==> src/rtl/row_buffer_scheduler.sv <==
// Row buffer sequencer for the 3x3 convolution pipeline: grants buffers to the receiver,
// launches the engine when KERNEL_DIM rows are resident, recycles rows. Option: ROW_LEN_CHECK_EN.
module row_buffer_scheduler #(
  parameter int NUM_BUFS   = 4,
  parameter int PTR_W      = 2,
  parameter int LEN_W      = 12,
  parameter int KERNEL_DIM = 3
) (
  input  logic             clock,
  input  logic             reset,
  input  logic             rx_req,
  output logic             rx_grant,
  output logic [PTR_W-1:0] rx_buf,
  input  logic             rx_done,
  input  logic [LEN_W-1:0] rx_len,
  output logic             proc_start,
  output logic [PTR_W-1:0] proc_top,
  output logic [PTR_W-1:0] proc_mid,
  output logic [PTR_W-1:0] proc_bot,
  output logic [LEN_W-1:0] proc_len,
  input  logic             proc_done,
  input  logic             frame_end,
  output logic             frame_done,
  output logic             busy,
  output logic             err
);
  localparam logic [PTR_W:0]   BUF_CNT  = (PTR_W+1)'(NUM_BUFS);
  localparam logic [PTR_W:0]   KDIM_CNT = (PTR_W+1)'(KERNEL_DIM);
  localparam logic [PTR_W:0]   CNT_ONE  = (PTR_W+1)'(1);
  localparam logic [LEN_W-1:0] EDGE_LEN = LEN_W'(3 * (KERNEL_DIM - 1));
  localparam logic [PTR_W-1:0] PTR_ONE  = PTR_W'(1);
  localparam logic [PTR_W-1:0] PTR_TWO  = PTR_W'(2);

  typedef enum logic {RX_IDLE, RX_FILL} rx_state_e;
  typedef enum logic {P_IDLE, P_RUN} p_state_e;

  rx_state_e        rx_state_q, rx_state_d;
  p_state_e         p_state_q, p_state_d;
  logic [PTR_W-1:0] wr_ptr_q, wr_ptr_d;
  logic [PTR_W-1:0] rd_ptr_q, rd_ptr_d;
  logic [PTR_W:0]   rows_valid_q, rows_valid_d;
  logic [LEN_W-1:0] row_len_q, row_len_d;
  logic             first_row_q, first_row_d;
  logic             flush_pend_q, flush_pend_d;
  logic             rx_grant_q, rx_grant_d;
  logic [PTR_W-1:0] rx_buf_q, rx_buf_d;
  logic             proc_start_q, proc_start_d;
  logic [PTR_W-1:0] proc_top_q, proc_top_d;
  logic [PTR_W-1:0] proc_mid_q, proc_mid_d;
  logic [PTR_W-1:0] proc_bot_q, proc_bot_d;
  logic [LEN_W-1:0] proc_len_q, proc_len_d;
  logic             frame_done_q, frame_done_d;
  logic             err_q, err_d;

  logic len_bad;
  logic rx_reject;
  logic rx_accept;
  logic proc_release;
  logic flush_go;

  always_comb begin
    rx_state_d   = rx_state_q;
    p_state_d    = p_state_q;
    wr_ptr_d     = wr_ptr_q;
    rd_ptr_d     = rd_ptr_q;
    rows_valid_d = rows_valid_q;
    row_len_d    = row_len_q;
    first_row_d  = first_row_q;
    flush_pend_d = flush_pend_q;
    rx_buf_d     = rx_buf_q;
    proc_top_d   = proc_top_q;
    proc_mid_d   = proc_mid_q;
    proc_bot_d   = proc_bot_q;
    proc_len_d   = proc_len_q;
    rx_grant_d   = 1'b0;
    proc_start_d = 1'b0;
    frame_done_d = 1'b0;
    err_d        = 1'b0;

    len_bad = 1'b0;
`ifdef ROW_LEN_CHECK_EN
    len_bad = (rx_len != row_len_q);
`endif
    // A first row must leave at least one output byte after the kernel margin.
    rx_reject    = first_row_q ? (rx_len <= EDGE_LEN) : len_bad;
    rx_accept    = (rx_state_q == RX_FILL) && rx_done && !rx_reject;
    proc_release = (p_state_q == P_RUN) && proc_done;
    flush_go     = flush_pend_q && (rx_state_q == RX_IDLE) && (p_state_q == P_IDLE);

    if (rx_state_q == RX_IDLE) begin
      if (rx_req && (rows_valid_q < BUF_CNT) && !flush_pend_q) begin
        rx_state_d = RX_FILL;
        rx_buf_d   = wr_ptr_q;
        rx_grant_d = 1'b1;
      end
    end else if (rx_done) begin
      rx_state_d = RX_IDLE;
      err_d      = rx_reject;
    end

    if (rx_accept) begin
      wr_ptr_d = wr_ptr_q + PTR_ONE;
      if (first_row_q) begin
        row_len_d   = rx_len;
        proc_len_d  = rx_len - EDGE_LEN;
        first_row_d = 1'b0;
      end
    end

    if (p_state_q == P_IDLE) begin
      if ((rows_valid_q >= KDIM_CNT) && !flush_pend_q) begin
        p_state_d    = P_RUN;
        proc_top_d   = rd_ptr_q;
        proc_mid_d   = rd_ptr_q + PTR_ONE;
        proc_bot_d   = rd_ptr_q + PTR_TWO;
        proc_start_d = 1'b1;
      end
    end else if (proc_done) begin
      p_state_d = P_IDLE;
      rd_ptr_d  = rd_ptr_q + PTR_ONE;
    end

    // A fill and a release on the same edge cancel out in the resident count.
    case ({rx_accept, proc_release})
      2'b10:   rows_valid_d = rows_valid_q + CNT_ONE;
      2'b01:   rows_valid_d = rows_valid_q - CNT_ONE;
      default: rows_valid_d = rows_valid_q;
    endcase

    if (flush_go) begin
      wr_ptr_d     = '0;
      rd_ptr_d     = '0;
      rows_valid_d = '0;
      first_row_d  = 1'b1;
      flush_pend_d = 1'b0;
      frame_done_d = 1'b1;
    end else if (frame_end) begin
      flush_pend_d = 1'b1;
    end
  end

  always_ff @(posedge clock or negedge reset) begin
    if (!reset) begin
      rx_state_q   <= RX_IDLE;
      p_state_q    <= P_IDLE;
      wr_ptr_q     <= '0;
      rd_ptr_q     <= '0;
      rows_valid_q <= '0;
      row_len_q    <= '0;
      first_row_q  <= 1'b1;
      flush_pend_q <= 1'b0;
      rx_grant_q   <= 1'b0;
      rx_buf_q     <= '0;
      proc_start_q <= 1'b0;
      proc_top_q   <= '0;
      proc_mid_q   <= PTR_ONE;
      proc_bot_q   <= PTR_TWO;
      proc_len_q   <= '0;
      frame_done_q <= 1'b0;
      err_q        <= 1'b0;
    end else begin
      rx_state_q   <= rx_state_d;
      p_state_q    <= p_state_d;
      wr_ptr_q     <= wr_ptr_d;
      rd_ptr_q     <= rd_ptr_d;
      rows_valid_q <= rows_valid_d;
      row_len_q    <= row_len_d;
      first_row_q  <= first_row_d;
      flush_pend_q <= flush_pend_d;
      rx_grant_q   <= rx_grant_d;
      rx_buf_q     <= rx_buf_d;
      proc_start_q <= proc_start_d;
      proc_top_q   <= proc_top_d;
      proc_mid_q   <= proc_mid_d;
      proc_bot_q   <= proc_bot_d;
      proc_len_q   <= proc_len_d;
      frame_done_q <= frame_done_d;
      err_q        <= err_d;
    end
  end

  assign rx_grant   = rx_grant_q;
  assign rx_buf     = rx_buf_q;
  assign proc_start = proc_start_q;
  assign proc_top   = proc_top_q;
  assign proc_mid   = proc_mid_q;
  assign proc_bot   = proc_bot_q;
  assign proc_len   = proc_len_q;
  assign frame_done = frame_done_q;
  assign err        = err_q;
  assign busy       = (rows_valid_q != '0) || (p_state_q == P_RUN) || (rx_state_q == RX_FILL);

endmodule

==> config.mk <==
export PLATFORM = sky130hd
export DESIGN_NAME = row_buffer_scheduler
export DESIGN_NICKNAME = d
export VERILOG_FILES = /design/src/rtl/row_buffer_scheduler.sv
export SDC_FILE = /design/constraint.sdc
export NUM_CORES = 1
export LEC_CHECK = 0
export ABC_CLOCK_PERIOD_IN_PS = 4090
export BUFFER_PORTS_ARGS = -buffer_cell sky130_fd_sc_hd__buf_2
export CORE_ASPECT_RATIO = 0.7
export CORE_MARGIN = 5
export CORE_UTILIZATION = 40
export DETAILED_ROUTE_END_ITERATION = 8
export SKIP_LAST_GASP = 1
export SYNTH_ARGS = -nofsm -noshare
export SYNTH_HDL_FRONTEND = slang
export SYNTH_SLANG_ARGS = --single-unit
==> constraint.sdc <==
create_clock -name clock -period 4.09 [get_ports clock]
set_input_delay 0.818 -clock clock [delete_from_list [all_inputs] [get_ports clock]]
set_output_delay 0.818 -clock clock [all_outputs]
set_load 0.1 [all_outputs]
-- Word-level counts from Yosys, hierarchy flattened
Cells that the tools add are included.
- bits in registers: 35
- input port bits: 18
- output and inout port bits: 25
- word-level logic and storage cells: 74
- add/sub/neg operators: 6
- $lt $le $gt $ge: 3
- eq/ne operators: 2
- multiplexer cells: 23
- bitwise logic cells: 2
- reductions and logical operators: 22
- operator list (operator ; count):
    $mux 1 ; 16
    $le 12x3->1 const B ; 1
    $sub 12x3->12 const B ; 1
    $mux 2 ; 5
    $logic_and 1x1->1 ; 8
    $reduce_and 2->1 ; 4
    $reduce_bool 2->1 ; 4
    $pmux 3 s2 ; 1
    $reduce_bool 3->1 ; 2
    $add 2x1->2 const B ; 2
    $add 3x1->3 const B ; 1
    $ge 3x2->1 const B ; 1
    $lt 3x3->1 const B ; 1
    $mux 3 ; 1
    $sub 3x1->3 const B ; 1
    $add 2x2->2 const B ; 1
    $eq 2x1->1 const B ; 1
    $eq 2x2->1 const B ; 1
    $logic_not 1->1 ; 2
    $logic_or 1x1->1 ; 2
    $not 1->1 ; 2

-- Depth between registers and ports, before layout
Gate-level depths: netlist (run 1).
- word-level depth: 7
- mapped depth: 9
- gate-level depth less buffers: 8

-- Least setup slack after synthesis (run 1)
No wires, ideal clock.
- path type: input to register
- start: input port rx_len[9]
- end: register rows_valid_q[2]
- library setup time: 124 ps
- data arrival time: 2260 ps
- data required time: 3966 ps
- path slack: 1706 ps
- stages: 8
- path buffers: 1
- cell sequence: nor4_4 > nand4_1 > and2_1 > buf_6 > nor2_1 > fa_1 > o22ai_1 > a211o_1
- word-level cells in the longest chain between the ends: 7
- elaborated cells between the ends (all ways): 9
- classes of those cells: order compare: 1; eq/ne: 2; mux: 3; reduce/logical: 3
- ends and longest elaborated chain (item ; line ; RTL):
    start: declaration ; 15 ; input logic [LEN_W-1:0] rx_len,
    $le 12x3->1 * ; 85 ; rx_reject = first_row_q ? (rx_len <= EDGE_LEN) : len_bad;
    $mux 1 * ; 85 ;
    $logic_not 1->1 * ; 86 ; rx_accept = (rx_state_q == RX_FILL) && rx_done && !rx_reject;
    $logic_and 1x1->1 * ; 86 ;
    $eq 2x1->1 or $eq 2x2->1 (tied branches) ; 124 ; case ({rx_accept, proc_release})
    $pmux 3 s2 ; 124 ;
    $mux 3 ; 130 ; if (flush_go) begin
    end signal: assignment ; 166 ; rows_valid_q <= rows_valid_d;
    end: declaration ; 41 ; logic [PTR_W:0] rows_valid_q, rows_valid_d;
Mark *: on every way between the ends. The rest lies on a longest branch, timed or not.
A chain may end at the register's enable or synchronous reset.

-- Worst setup path in the final report (run 1)
- start: input port rx_len[9]
- end: register proc_len_q[0] (netlist: proc_len[0])
- word-level cells in the longest chain between the ends: 5
- ends and longest elaborated chain (item ; line ; RTL):
    $le 12x3->1 ; 85 ;
    $mux 1 ; 85 ;
    $logic_not 1->1 ; 86 ;
    $logic_and 1x1->1 ; 86 ;
    $reduce_and 2->1 (no source line) ; n/a ;
    end signal: assignment ; 176 ; proc_len_q <= proc_len_d;
    end: declaration ; 51 ; logic [LEN_W-1:0] proc_len_q, proc_len_d;
Every way passes these cells.

==> qor.csv, run 1 <==
stage,metric,value,unit
layout,antenna_cells,0,
yosys,syn_nets,169,
clock_tree,cts_sinks,34,
clock_tree,post_cts_buffers,0,
critical_path,crit_arrival,2.58,ns
run,maxCapViolations,0,
critical_path,cp-startpoint,rx_len[9],
critical_path,cp-start-kind,input pin,
layout,drive_gt1_frac,0.3144,
yosys,ys.flop_type,dfrtp_1,
clock_tree,ctsHoldBuffers,0,
sta,hold_viol_final,0,
sta,period_share,0.5901,
sta,slew_viol_final,0,
yosys,synth_seq_cells,34,
sta,rsz0062_at_grt,false,
global_route,grt_pass1_vias,1239,
critical_path,crit_path_end_kind,flop,
yosys,synthTopCellsByArea,"dfrtp_1 (49%), nand2_1 (6.4%), dfstp_2 (5.0%), o21ai_0 (4.7%), xnor2_1 (4.4%)",
yosys,syn_area,1590,sq um
clock_tree,clockBufferDepth,2,
yosys,yosysSeqAreaShare,0.5374,
placement,dp_hpwl,2531,um
sta,fin_skew,0.003457,ns
yosys,synth-edff-count,0,
clock_tree,cts_tree,yes,
clock_tree,cts_made_buffers,5,
sta,max_freq,0.4143,GHz
yosys,synth_top_area_frac,0.4878,
sta,worst_pin_slew,0.8172,ns
min_path,hp-start,proc_len[4]$_DFFE_PN0P_,
yosys,async_reset_ff_frac,1.000,
die,chipHeight,62.76,um
sta,min_period,2.414,ns
sta,relSlewSlack,0.4475,
die,core_area,3875,sq um
clock_tree,htree_levels,2,
global_route,grt_max_degree,35,
yosys,postSynthCellCount,149,
clock_tree,clock_latency,0.28,ns
clock_tree,post_cts_resized,0,
critical_path,cp.required,4.25,ns
min_path,hold_path.class,reg -> reg,
layout,fin_nets,213,
global_route,grt_overflow,0,
routing,dr.pass1.iters,4,
global_route,grt_pass1_wl,5492,um
die,die_x,85.36,um
sta,setup-violations-final,0,
die,ios,43,
routing,wl_per_cell,13.13,um
routing,vias,1192,
yosys,synth_cell_types,35,
placement,port_buffers,42,
routing,drc,0,
clock_tree,root_buffer,clkbuf_8,
sta,setup_tns,0,ns
routing,antenna_left,0,
die,dieArea,5357,sq um
layout,fin_area,1924,sq um
routing,detail_route.iter0.violations,30,
layout,fin_util,0.4966,
critical_path,reg2reg_from,first_row_q$_DFFE_PN1P_,
yosys,synth_top_area_cell,dfrtp_1,
placement,dpl_cell_area,1833,sq um
routing,vias_per_cell,4.846,
yosys,synth.avg_cell_area,10.67,sq um
critical_path,crit_type,in -> reg,
clock_tree,path_clk_slew,0.06,ns
layout,area_delta_synth_final,21.01,%
die,core.rowCount,19,
status,outcome,finished clean,
die,initial_utilization,0.4104,
critical_path,cp_max_fo,22,
placement,globalplace.congestion,0.7922,
global_route,grt_antenna_before_repair,0,
yosys,yosys_warnings,0,
global_route,grt_usage,0.1321,
routing,totalWireLength,3230,um
[synth_stat cells, types with 2 or more instances]
cell / instances
dfrtp_1: 31
nor4_1: 4
dfstp_2: 3
xnor2_1: 8
mux2_2: 6
mux2i_1: 4
and2_1: 2
a21o_1: 2
buf_2: 2
o21ai_0: 15
nand3_1: 3
nor2_1: 9
a21oi_1: 4
inv_1: 5
nand2_1: 27
xor2_1: 3
nand2b_1: 2
nor3_1: 2
[stage by stage]
| step | hold WS (ns) | cells | worst slack [ns] |
|---|---|---|---|
| floorplan | 0.4394 | 149 | 1.706 |
| global placement | 0.4592 | 238 | 1.442 |
| detailed placement | 0.4651 | 238 | 1.387 |
| CTS | 0.4798 | 246 | 1.683 |
| global route | 0.5103 | 246 | 1.542 |
| finish | 0.4752 | 246 | 1.676 |
[cells in the final DEF, fill, tap and decap left out, types with 4 or more instances in the layout]
cell type,netlist,final
xnor2_1,8,8
nand2_1,27,27
nor2_1,9,9
clkbuf_8,0,6
mux2_2,6,6
mux2i_1,4,4
a21oi_1,4,4
o21ai_0,15,15
buf_2,2,42
dfrtp_1,31,31
inv_1,5,5
nor4_1,4,4
[worst max-delay path: stages]
cell	delay (ns)
buf_2	0.12
nor4_4	0.34
nand2b_1	0.19
o311ai_4	0.68
mux2_2	0.41
[sequential cells by signal (all words and copies together) (netlist names)]
signal,count
proc_top,2
proc_start,1
wr_ptr_q,2
proc_mid,2
rx_grant,1
p_state_q,1
proc_len,12
first_row_q,1
proc_bot,1
flush_pend_q,1
frame_done,1
rd_ptr_q,2
err,1
rx_state_q,1
rx_buf,2
rows_valid_q,3
[area by class of cell]
type                       instances  area [sq um]
fill                             361          1951
sequential                        34         854.6
multi-input combinational        105         684.4
timing repair buffer              42         210.2
clock buffer                       7         86.33
tap                               52         65.06
inverter                           5         18.77
clock inverter                     1         5.005
[layer usage]
metal | GRT usage | vias to the layer above | routed length [um]
li1 | - | 597 | -
met1 | 0.1591 | 561 | 1505
met2 | 0.2064 | 27 | 1452
met3 | 0.05007 | 7 | 213
met4 | 0.06522 | 0 | 58
met5 | 0 | - | 0
[kinds of logic after synthesis]
kind of cell,Yosys count,synth area share
flip-flops,34,0.5374
buffers and inverters,10,0.03226
XOR/XNOR,12,0.07082
multiplexers,10,0.06766
adder cells (fa/ha/maj),2,0.02046
AO/OA/AOI/OAI,26,0.1031
AND/OR/NAND/NOR,55,0.1684
[worst paths after layout]
| check | end | slack [ns] | cells after the start |
|---|---|---|---|
| min reg2reg | proc_len[4]$_DFFE_PN0P_ | 0.48 | 2 |
| min | proc_len[4]$_DFFE_PN0P_ | 0.48 | 2 |
| max | proc_len[0]$_DFFE_PN0P_ | 1.68 | 5 |
| max reg2reg | rows_valid_q[2]$_DFFE_PN0P_ | 1.95 | 7 |
| min in group asynchronous | proc_len[9]$_DFFE_PN0P_ | 0.59 | 1 |
| max in group asynchronous | proc_mid[1]$_DFFE_PN0P_ | 3.03 | 1 |
Power of run 1 is not shown: default switching activity piles up to over one toggle a cycle in this logic, so the estimate is an artifact.
==> run 2: changes to the inputs <==
Settings changed: ABC_CLOCK_PERIOD_IN_PS 4090 to 2500.
Clock period 4.09 ns to 2.5 ns, I/O delays scaled along.
==> run 2 against run 1 <==
Compared with the run above:
- critical endpoint is now rows_valid_q[2]$_DFFE_PN0P_
- cell area increased by 0.39%
- cell count grew 0.41%
- global-route usage rose by 0.71 points
- flip-flop and latch count did not move
- critical path depth is 2 higher
- clock skew increased by 0.00082 ns
- via count rose by 1.1%
- die area is the same
- utilization increased by 0.19 points
- sequential share of layout area is 0.17 points lower
==> qor.csv, run 2 (synthesis gave the netlist of run 1 again) <==
stage,metric,value,unit,change
status,outcome,finished clean,,unchanged
clock_tree,clockBufferDepth,2,,unchanged
global_route,grt_antenna_before_repair,0,,unchanged
routing,dr_wl_met2,1585,um,was 1452 um
sta,setup-violations-final,0,,unchanged
global_route,grt_pass1_wl,5830,um,was 5492 um
sta,max_freq,0.4756,GHz,
layout,nFillCells,375,,was 361
routing,vias,1205,,was 1192
layout,largest_reg_flops,12,,unchanged
global_route,grt_overflow,0,,unchanged
critical_path,crit_path_end_kind,flop,,unchanged
sta,min_period,2.102,ns,
clock_tree,cts_made_buffers,5,,unchanged
routing,wl_per_cell,13.53,um,was 13.13 um
clock_tree,cts_sinks,34,,unchanged
die,chipHeight,62.76,um,unchanged
layout,layout_common_cells,"buf_2 (42), dfrtp_1 (31), nand2_1 (27)",,unchanged
sta,worst_pin_slew,0.7488,ns,was 0.8172 ns
routing,top_layer,met4,,unchanged
critical_path,cp_max_fo,5,,was 22
routing,dr.pass1.iters,4,,unchanged
die,core.rowCount,19,,unchanged
placement,port_buffers,42,,unchanged
placement,globalplace.congestion,0.8009,,was 0.7922
die,core_area,3875,sq um,unchanged
routing,vias_per_cell,4.879,,was 4.846
routing,antenna_left,0,,unchanged
sta,fin_skew,0.004273,ns,was 0.003457 ns
layout,final_common_cell,buf_2,,unchanged
sta,slew_viol_final,0,,unchanged
critical_path,crit_type,reg -> reg,,was in -> reg
clock_tree,cts_tree,yes,,unchanged
routing,dr_wl_met3,204,um,was 213 um
die,initial_utilization,0.4104,,unchanged
run,maxCapViolations,0,,unchanged
critical_path,r2r_setup_slack,0.40,ns,was 1.95 ns
clock_tree,ctsHoldBuffers,0,,unchanged
layout,fin_nets,214,,was 213
routing,totalWireLength,3343,um,was 3230 um
min_path,hold_path.class,in -> async,,was reg -> reg
global_route,grt_max_degree,35,,unchanged
layout,antenna_cells,0,,unchanged
placement,dp_hpwl,2615,um,was 2531 um
layout,drive_gt1_frac,0.3179,,was 0.3144
critical_path,crit_arrival,2.26,ns,was 2.58 ns
critical_path,cp-start-kind,flop,,was input pin
placement,dp_cells,239,,was 238
sta,relSlewSlack,0.4937,,was 0.4475
clock_tree,path_clk_slew,0.06,ns,about the same
clock_tree,root_buffer,clkbuf_8,,unchanged
routing,detail_route.iter0.violations,33,,was 30
clock_tree,clock_latency,0.28,ns,about the same
clock_tree,htree_levels,2,,unchanged
layout,stdcell_count,247,,was 246
sta,period_share,0.8410,,
global_route,grt_pass1_vias,1253,,was 1239
routing,wl_met1,1497,um,was 1505 um
die,ios,43,,unchanged
layout,area_delta_synth_final,21.48,%,was 21.01%
global_route,grt_usage,0.1392,,was 0.1321
sta,hold_viol_final,0,,unchanged
sta,rsz0062_at_grt,false,,unchanged
die,die_x,85.36,um,unchanged
clock_tree,post_cts_resized,0,,unchanged
die,dieArea,5357,sq um,unchanged
sta,setup_tns,0,ns,unchanged
routing,drc,0,,unchanged
clock_tree,post_cts_buffers,0,,unchanged
critical_path,cp.required,2.66,ns,was 4.25 ns
-- run 2: changes by cell type in the layout (fill, tap and decap cells not counted), sizes merged --
cell / before / now
buf: 42 / 43
-- run 2: cell type report --
| cell class | instances | area [sq um] | share of cell area |
|---|---|---|---|
| Multi-Input combinational cell | 105 | 684.4 | 0.3543 |
| Clock buffer | 7 | 86.33 | 0.04469 |
| Sequential cell | 34 | 854.6 | 0.4424 |
| Inverter | 5 | 18.77 | 0.009715 |
| Tap cell | 52 | 65.06 | 0.03368 |
| Clock inverter | 1 | 5.005 | 0.002591 |
| Timing Repair Buffer | 43 | 217.7 | 0.1127 |
-- run 2: per-layer routing --
layer / GRT usage / up-vias
li1: - / 596
met1: 0.1771 / 576
met2: 0.2122 / 27
met3: 0.04743 / 6
met4: 0.06522 / 0
met5: 0 / -
-- run 2: worst max-delay path, stage by stage, from the launching register on --
cell     delay, ns
dfstp_2       0.58
nor3b_1       0.19
nand4_1       0.15
and2_1        0.28
nor2_1        0.15
fa_1          0.25
o22ai_1       0.08
a211o_1       0.29
-- run 2: worst paths after layout --
path	start	endpoint	cells past startpoint
max reg2reg	first_row_q$_DFFE_PN1P_	rows_valid_q[2]$_DFFE_PN0P_	7
min reg2reg	wr_ptr_q[1]$_DFFE_PN0P_	wr_ptr_q[1]$_DFFE_PN0P_	1
max	first_row_q$_DFFE_PN1P_	rows_valid_q[2]$_DFFE_PN0P_	7
max in group asynchronous	reset	proc_len[11]$_DFFE_PN0P_	1
min	reset	wr_ptr_q[1]$_DFFE_PN0P_	1
min in group clock	frame_end	flush_pend_q$_DFFE_PN0P_	3
-- run 2: through the flow --
stage	hold WS, ns	setup slack (ns)	utilization	cell area, sq um
final	0.2823	0.3976	0.4985	1932
after global routing	0.3560	0.2780	0.4985	1932
after global placement	0.4580	0.2437	0.4750	1841
after CTS	0.3052	0.3880	0.4985	1932
after floorplan	0.2044	0.4339	-	1590
after detailed placement	0.4668	0.1748	0.4750	1841
Power of run 2 is left out for the same reason.
==> run 3: changes to the inputs <==
Settings changed: ABC_CLOCK_PERIOD_IN_PS 2500 to 2100.
Clock period 2.5 ns to 2.1 ns, I/O delays scaled along.
==> run 3 against run 2 <==
Compared with the run above:
- register-to-register slack worse by 0.22 ns
- fmax increased by 9.3%
- worst setup slack worse by 0.22 ns
- cell area rose by 2.9%
- largest cell class unchanged
- first-iteration DRC count decreased by 12%
- cell count up 2.8%
- flip-flop and latch count stayed put
- wire length fell by 0.84%
==> qor.csv, run 3 (synthesis gave the netlist of run 1 again) <==
stage,metric,value,unit,change
layout,antenna_cells,0,,unchanged
clock_tree,ctsHoldBuffers,0,,unchanged
placement,dp_cells,246,,was 239
placement,dp_hpwl,2582,um,was 2615 um
status,outcome,finished clean,,unchanged
global_route,grt_pass1_vias,1250,,was 1253
critical_path,cp-start-kind,flop,,unchanged
die,ios,43,,unchanged
min_path,hold_path.class,in -> async,,unchanged
clock_tree,cts_sinks,34,,unchanged
critical_path,critical-path-top-delay-family,simple AND/OR/NAND/NOR gates,,unchanged
layout,fin_nets,221,,was 214
sta,setup_tns,0,ns,unchanged
die,initial_utilization,0.4104,,unchanged
clock_tree,clockBufferDepth,2,,unchanged
critical_path,critPathMaxStageDelay,0.57,ns,was 0.58 ns
routing,wl_per_cell,13.05,um,was 13.53 um
sta,slew_viol_final,0,,unchanged
sta,setup-violations-final,0,,unchanged
routing,detail_route.iter0.violations,29,,was 33
critical_path,critical_path.slowest_cell,dfstp_2,,unchanged
layout,area_delta_synth_final,25.02,%,was 21.48%
critical_path,crit_arrival,2.09,ns,was 2.26 ns
sta,fin_skew,0.006684,ns,was 0.004273 ns
routing,vias,1214,,was 1205
layout,final_common_cell,buf_2,,unchanged
routing,vias_per_cell,4.780,,was 4.879
sta,relSlewSlack,0.5024,,was 0.4937
clock_tree,root_buffer,clkbuf_8,,unchanged
global_route,grt_overflow,0,,unchanged
die,dieArea,5357,sq um,unchanged
sta,rsz0062_at_grt,false,,unchanged
routing,totalWireLength,3315,um,was 3343 um
critical_path,cp_max_fo,4,,was 5
global_route,grt_pass1_wl,5692,um,was 5830 um
clock_tree,cts_tree,yes,,unchanged
placement,globalplace.congestion,0.8129,,was 0.8009
routing,antenna_left,0,,unchanged
sta,worst_pin_slew,0.7464,ns,was 0.7488 ns
die,core_area,3875,sq um,unchanged
routing,drc,0,,unchanged
sta,hold_viol_final,0,,unchanged
clock_tree,path_clk_slew,0.07,ns,was 0.06 ns
clock_tree,post_cts_buffers,0,,unchanged
die,die_x,85.36,um,unchanged
routing,dr.pass1.iters,4,,unchanged
die,core.rowCount,19,,unchanged
critical_path,path_cells,nor3b_2 > nand4_1 > and2_1 > nor2_1 > fa_1 > o22ai_1 > a211o_1,,was nor3b_1 > nand4_1 > and2_1 > nor2_1 > fa_1 > o22ai_1 > a211o_1
layout,layout_common_cells,"buf_2 (42), dfrtp_1 (31), nand2_1 (27)",,unchanged
clock_tree,clock_latency,0.28,ns,about the same
sta,max_freq,0.5199,GHz,was 0.4756 GHz
layout,drive_gt1_frac,0.3416,,was 0.3179
critical_path,crit_type,reg -> reg,,unchanged
layout,largest_reg_flops,12,,unchanged
global_route,grt_antenna_before_repair,0,,unchanged
sta,period_share,0.9159,,was 0.8410
die,chipHeight,62.76,um,unchanged
layout,stdcell_count,254,,was 247
run,maxCapViolations,0,,unchanged
clock_tree,htree_levels,2,,unchanged
clock_tree,cts_made_buffers,5,,unchanged
sta,hold_ws,0.2051,ns,was 0.2823 ns
global_route,grt_max_degree,35,,unchanged
clock_tree,post_cts_resized,0,,unchanged
sta,min_period,1.923,ns,was 2.102 ns
critical_path,worst-path-buf-inv,0,,unchanged
critical_path,crit_path_end_kind,flop,,unchanged
global_route,grt_usage,0.1318,,was 0.1392
critical_path,cp.required,2.26,ns,was 2.66 ns
placement,port_buffers,42,,unchanged
==> run 3: changes by cell type in the layout (fill, tap and decap cells not counted), sizes merged <==
| cell | before | now |
|---|---|---|
| buf | 43 | 50 |
| clkbuf | 7 | 8 |
| clkinv | 1 | 0 |
==> run 3: metrics by stage <==
| step | area (sq um) | utilization | worst slack, ns |
|---|---|---|---|
| finish | 1988 | 0.5131 | 0.1766 |
| CTS | 1983 | 0.5118 | 0.1089 |
| floorplan | 1590 | - | 0.1134 |
| global route | 1988 | 0.5131 | 0.06887 |
| detailed placement | 1893 | 0.4885 | 0.03165 |
| global placement | 1893 | 0.4885 | 0.08219 |
==> run 3: layout make-up <==
class	instances	area [sq um]
Fill cell	380	1887
Sequential cell	34	854.6
Inverter	5	18.77
Multi-Input combinational cell	105	689.4
Timing Repair Buffer	50	270.3
Clock buffer	8	90.09
Tap cell	52	65.06
==> run 3: final timing paths <==
kind	startpoint	end	slack [ns]	cells past startpoint
setup / recovery	first_row_q$_DFFE_PN1P_	rows_valid_q[2]$_DFFE_PN0P_	0.18	7
hold / removal	reset	proc_len[9]$_DFFE_PN0P_	0.21	1
setup reg to reg	first_row_q$_DFFE_PN1P_	rows_valid_q[2]$_DFFE_PN0P_	0.18	7
hold reg to reg	proc_mid[1]$_DFFE_PN0P_	proc_mid[1]$_DFFE_PN0P_	0.47	2
max in group asynchronous	reset	rd_ptr_q[0]$_DFFE_PN0P_	1.41	1
min in group clock	frame_end	flush_pend_q$_DFFE_PN0P_	0.35	3
==> run 3: metal layers <==
metal	share of wire	up-vias	global-route usage
met5	0	-	0
met4	0.012	0	0.03557
met2	0.45	28	0.2006
met3	0.063	5	0.05270
met1	0.47	571	0.1738
li1	-	610	-
Power of run 3 is left out for the same reason.
